<file path="config.mk">
export PLATFORM = sky130hd
export DESIGN_NAME = interrupt_controller_riscv_flat
export DESIGN_NICKNAME = d
export VERILOG_FILES = /design/src/rtl/interrupt_controller_riscv_if.sv /design/src/rtl/interrupt_controller_riscv.sv /design/src/flat_wrapper.sv
export SDC_FILE = /design/constraint.sdc
export NUM_CORES = 1
export LEC_CHECK = 0
export ABC_AREA = 0
export CAP_MARGIN = 20
export CORE_ASPECT_RATIO = 1.25
export CORE_MARGIN = 2
export CORE_UTILIZATION = 43
export CTS_BUF_LIST = sky130_fd_sc_hd__clkbuf_8
export CTS_CLUSTER_DIAMETER = 200
export DETAILED_ROUTE_END_ITERATION = 10
export PLACE_DENSITY = 0.82
export SKIP_LAST_GASP = 1
export SYNTH_ARGS = -nofsm -noshare
export SYNTH_HDL_FRONTEND = slang
export SYNTH_SLANG_ARGS = --single-unit
</file>
<file path="constraint.sdc">
create_clock -name clk_i -period 2 [get_ports clk_i]
set_clock_uncertainty 0.2 [all_clocks]
set_input_delay 0.4 -clock clk_i [delete_from_list [all_inputs] [get_ports clk_i]]
set_output_delay 0.4 -clock clk_i [all_outputs]
set_load 0.05 [all_outputs]
</file>
<file path="src/rtl/interrupt_controller_riscv_if.sv">
// Core-side interrupt handshake between the controller and the RISC-V core.
// Signal names follow the controller's view (_i into it, _o out of it).
interface interrupt_controller_riscv_if;
  logic        int_o;
  logic [31:0] mcause_o;
  logic        int_rst_i;
  logic        stall_i;
  logic [31:0] mie_i;

  modport master (
    output int_o,
    output mcause_o,
    input  int_rst_i,
    input  stall_i,
    input  mie_i
  );

  modport slave (
    input  int_o,
    input  mcause_o,
    output int_rst_i,
    output stall_i,
    output mie_i
  );
endinterface

</file>
<file path="src/rtl/interrupt_controller_riscv.sv">
// Prioritising, non-nesting interrupt controller: sticky edge capture, mie masking,
// lowest-index-first delivery to the core, and a one-hot acknowledge on mret.
module interrupt_controller_riscv #(
  parameter int N_IRQ = 16
) (
  input  logic                                clk_i,
  input  logic                                rst_i,
  input  logic [N_IRQ-1:0]                    irq_req_i,
  output logic [N_IRQ-1:0]                    irq_ret_o,
  interrupt_controller_riscv_if.master        core_if
);

  localparam logic [1:0] S_IDLE = 2'd0;
  localparam logic [1:0] S_REQ  = 2'd1;
  localparam logic [1:0] S_BUSY = 2'd2;

  logic [1:0]       state_q,   state_d;
  logic [N_IRQ-1:0] pending_q, pending_d;
  logic [N_IRQ-1:0] irq_prev_q;
  logic [3:0]       cur_id_q,  cur_id_d;
  logic             int_q,     int_d;
  logic [31:0]      mcause_q,  mcause_d;
  logic [N_IRQ-1:0] ret_q,     ret_d;

  logic [N_IRQ-1:0] rise;
  logic [N_IRQ-1:0] eligible;
  logic [N_IRQ-1:0] cur_onehot;
  logic [N_IRQ-1:0] clr;
  logic [3:0]       win_id;
  logic             win_found;
  logic             unused_mie;

  assign unused_mie = ^core_if.mie_i;

  always_comb begin
    rise     = irq_req_i & ~irq_prev_q;
    eligible = pending_q & core_if.mie_i[16 +: N_IRQ];

    win_id    = '0;
    win_found = 1'b0;
    for (int unsigned k = 0; k < N_IRQ; k++) begin
      if (eligible[k] && !win_found) begin
        win_id    = 4'(k);
        win_found = 1'b1;
      end
    end

    cur_onehot = '0;
    for (int unsigned k = 0; k < N_IRQ; k++) begin
      cur_onehot[k] = (cur_id_q == 4'(k));
    end
  end

  always_comb begin
    state_d  = state_q;
    cur_id_d = cur_id_q;
    int_d    = int_q;
    mcause_d = mcause_q;
    ret_d    = '0;
    clr      = '0;

    case (state_q)
      S_IDLE: begin
        if (win_found) begin
          cur_id_d = win_id;
          mcause_d = 32'h8000_0010 + {28'd0, win_id};
          int_d    = 1'b1;
          state_d  = S_REQ;
        end
      end
      S_REQ: begin
        if (!core_if.stall_i) begin
          int_d   = 1'b0;
          state_d = S_BUSY;
        end
      end
      S_BUSY: begin
        if (core_if.int_rst_i) begin
          clr     = cur_onehot;
          ret_d   = cur_onehot;
          state_d = S_IDLE;
        end
      end
      default: begin
        int_d   = 1'b0;
        state_d = S_IDLE;
      end
    endcase

    // Set after clear: a fresh edge coinciding with mret is not lost.
    pending_d = (pending_q & ~clr) | rise;
  end

  always_ff @(posedge clk_i) begin
    if (rst_i) begin
      state_q    <= S_IDLE;
      pending_q  <= '0;
      irq_prev_q <= '0;
      cur_id_q   <= '0;
      int_q      <= 1'b0;
      mcause_q   <= '0;
      ret_q      <= '0;
    end else begin
      state_q    <= state_d;
      pending_q  <= pending_d;
      irq_prev_q <= irq_req_i;
      cur_id_q   <= cur_id_d;
      int_q      <= int_d;
      mcause_q   <= mcause_d;
      ret_q      <= ret_d;
    end
  end

  assign core_if.int_o    = int_q;
  assign core_if.mcause_o = mcause_q;
  assign irq_ret_o        = ret_q;

endmodule

</file>
<file path="src/flat_wrapper.sv">
// flat-port wrapper written by rule: the top's interface ports become plain ports
module interrupt_controller_riscv_flat 
#(
  parameter int N_IRQ = 16
)
  (clk_i, rst_i, irq_req_i, irq_ret_o, core_if_int_o, core_if_mcause_o, core_if_int_rst_i, core_if_stall_i, core_if_mie_i);
  interrupt_controller_riscv_if core_if_i ();
  input  logic clk_i;
  input  logic rst_i;
  input  logic [N_IRQ-1:0] irq_req_i;
  output logic [N_IRQ-1:0] irq_ret_o;
  output wire logic [$bits(core_if_i.int_o)-1:0] core_if_int_o;
  output wire logic [$bits(core_if_i.mcause_o)-1:0] core_if_mcause_o;
  input wire logic [$bits(core_if_i.int_rst_i)-1:0] core_if_int_rst_i;
  input wire logic [$bits(core_if_i.stall_i)-1:0] core_if_stall_i;
  input wire logic [$bits(core_if_i.mie_i)-1:0] core_if_mie_i;
  assign core_if_int_o = core_if_i.int_o;
  assign core_if_mcause_o = core_if_i.mcause_o;
  assign core_if_i.int_rst_i = core_if_int_rst_i;
  assign core_if_i.stall_i = core_if_stall_i;
  assign core_if_i.mie_i = core_if_mie_i;
  interrupt_controller_riscv #(.N_IRQ(N_IRQ)) u_core (.clk_i(clk_i), .rst_i(rst_i), .irq_req_i(irq_req_i), .irq_ret_o(irq_ret_o), .core_if(core_if_i));
endmodule
</file>
==> metrics.txt <==
Hold Path Depth 2; FF-to-FF Start u_core.state_q[0]$_SDFFE_PP0P_; Post-Synthesis Mean Instance Area 9.104 um2; FMAX 0.5498 GHz; first-pass GRT wire length 7.755 mm; pwr dens 921.3 nW/um2; area of the core between 5000 and 6000 um2; vias in the first global route 1725; CTS Sinks 56; CTS H-tree lvls 2; PostCTS Resize Cnt 0; RSZ-0062 raised after global routing false; Die Width 69.07 um; HP Start u_core.core_if.int_o$_SDFFE_PP0P_; critical path's top delay family compound AO/OA/AOI/OAI gates; ANT nets after route 0; ys async rst share 0%; placement row count 29; HP Class register to register; reg-to-reg endpoint u_core.irq_ret_o[4]$_SDFF_PP0_; Root Buffer clkbuf_8; Routed WL between 4 and 5 mm; ys flop type dfxtp_1; cts hold-fix bufs 0; CTS buffer count 5; ANT cells 0; die area 5894 um2; most frequent cells in the layout dfxtp_1, buf_4, clkdlybuf4s50_1; Pre-Repair DR Iteration Count 4; Post-synth EDFFs 0; kind of critical path input port to register; Post-Syn Instances 250; distinct cell type count after synthesis 36; Routed wire per std cell roughly 12 um; most common cell after layout, fill and taps aside dfxtp_1; CP max-delay cell clkdlybuf4s50_1; WP data arrival 1.82 ns; fin nets between 300 and 400; sequential share of the synthesized area 49.26%; Cell Chain, Critical Path clkdlybuf4s50_1, a22oi_1, nand4_2, nand4b_4, a21oi_1, nor3_2; GRT overflow 0; Die H 85.34 um; Hold EP u_core.core_if.int_o$_SDFFE_PP0P_; largest net degree at the start of global routing 27; global-route usage over all layers between 15 and 20%; routability cong. 0.8174; CP Data Required Time 2.00 ns; fin util about three fifths; fin crit share between 90% and 100%; Worst Reg2Reg Path Length in Cells 4; Fin. Hold Viols 0; Final Slew Violations 0; layout cell share with drive strength beyond 1 roughly 18%; Pleak 0.001259 uW; Top Ports 101; final worst path period need 1.819 ns; residual DRC count 0; Synth top area share a little under 50%; via/cell ratio 4.815; DR vias 1849; Setup Buffers After CTS 0; initial antenna violation count 0; CP Capture Type register; # port buffers 58; crit-path max cell delay 0.44 ns; synth top area cells dfxtp_1, buf_4, a21oi_1; #FFs+latches synth between 50 and 60; Clock Latency Late Sink 0.31 ns; clock-pin slew on the worst setup and hold paths about 0.090 ns; CTS tree done; Initial Utilization 44.80%; Post-DP HPWL 3.601 mm; Ys Warns 0; largest area contributor in the netlist dfxtp_1; status complete, no violations; final setup fails 0; max-cap violation count 0; Worst R2R Setup Slack 0.32 ns; Area Growth Syn to Fin 32.49%; First DRT Iteration DRCs 76; CP Launch Type input port; Post-Syn Area 2276 um2; CP max FO 5; Clock Path Buffers 2; Peak VDD IR 0.0007094 V; total negative slack 0 ns; CP bufs+invs 1
## worst max path at each step
stage	start	to	slack [ns]	cells past startpoint
2_1_floorplan	u_core.cur_id_q[2]$_SDFFE_PP0P_	u_core.pending_q[7]$_SDFF_PP0_	0.28	4
3_3_place_gp	core_if_int_rst_i	u_core.pending_q[5]$_SDFF_PP0_	-0.12	5
3_5_place_dp	core_if_int_rst_i	u_core.irq_ret_o[4]$_SDFF_PP0_	-0.14	5
4_1_cts	core_if_int_rst_i	u_core.irq_ret_o[4]$_SDFF_PP0_	0.19	5
5_1_grt	core_if_mie_i[21]	u_core.cur_id_q[1]$_SDFFE_PP0P_	0.04	7
6_report	core_if_mie_i[18]	u_core.cur_id_q[1]$_SDFFE_PP0P_	0.18	6
## per-stage QoR
| step | instances | area (um2) | hold slack (ns) | total power, uW | worst slack [ns] |
|---|---|---|---|---|---|
| floorplan | 275 | 2370 | 0.2541 | 1663 | 0.2771 |
| global placement | 376 | 2856 | 0.2528 | 1811 | -0.1158 |
| detailed placement | 376 | 2856 | 0.2615 | 1822 | -0.1364 |
| CTS | 384 | 3015 | 0.2735 | 2794 | 0.1874 |
| global route | 384 | 3015 | 0.2829 | 2897 | 0.04011 |
| finish | 384 | 3015 | 0.2662 | 2778 | 0.1813 |
## power breakdown
group	internal (uW)	leakage [uW]	switching, uW
Combinational	210	0.000718	355
Clock	625	0.0000784	354
Sequential	1180	0.000462	53.6
## synth_stat cells (all sizes together) (3+ instances only)
master,number
nor2b,17
a32oi,3
o21ai,22
a22oi,7
nor2,24
a21oi,23
nand3,3
buf,31
nand2b,18
or2,4
clkbuf,3
dfxtp,56
nand2,14
## routing by layer
metal / share of wire [%] / track usage (%) / vias to the layer above
met5: 0 / 0 / -
met4: 1.3 / 6.417 / 0
met3: 6.1 / 5.344 / 6
met2: 52 / 29.46 / 63
met1: 40 / 18.57 / 843
li1: - / - / 937
## sequential cells by signal (all words and copies together), names as in the netlist
signal                   cells
u_core.core_if.int_o         1
u_core.cur_id_q              3
u_core.state_q               2
u_core.pending_q            16
u_core.irq_prev_q           16
u_core.irq_ret_o            16
u_core.core_if.mcause_o      2
## final cells by class
cell class              count  area (um2)
inverters                   2       7.507
multi-input cells         183        1002
clock buffers               5       68.82
fillers                   438        2064
clock inverters             3       90.09
repair buffers             73       648.1
well taps                  62       77.57
flip-flops and latches     56        1121
## worst reg2reg max path, stage by stage (launching register included)
cell      delay, ns
dfxtp_1        0.38
nand3b_1       0.22
or3b_1         0.51
buf_4          0.21
nor2_1         0.10
## kinds of logic (layout without fill, tap and decap cells)
family                 count (synthesis)  count (layout)  synth area share [%]
buffers and inverters                 36              83                 10.83
AOI/OAI and AO/OA                     63              63                 16.77
other                                  1              26                0.1648
and+or+nand+nor                       94              94                 22.98
DFF                                   56              56                 49.26
Power figures use the tool's default switching activity.
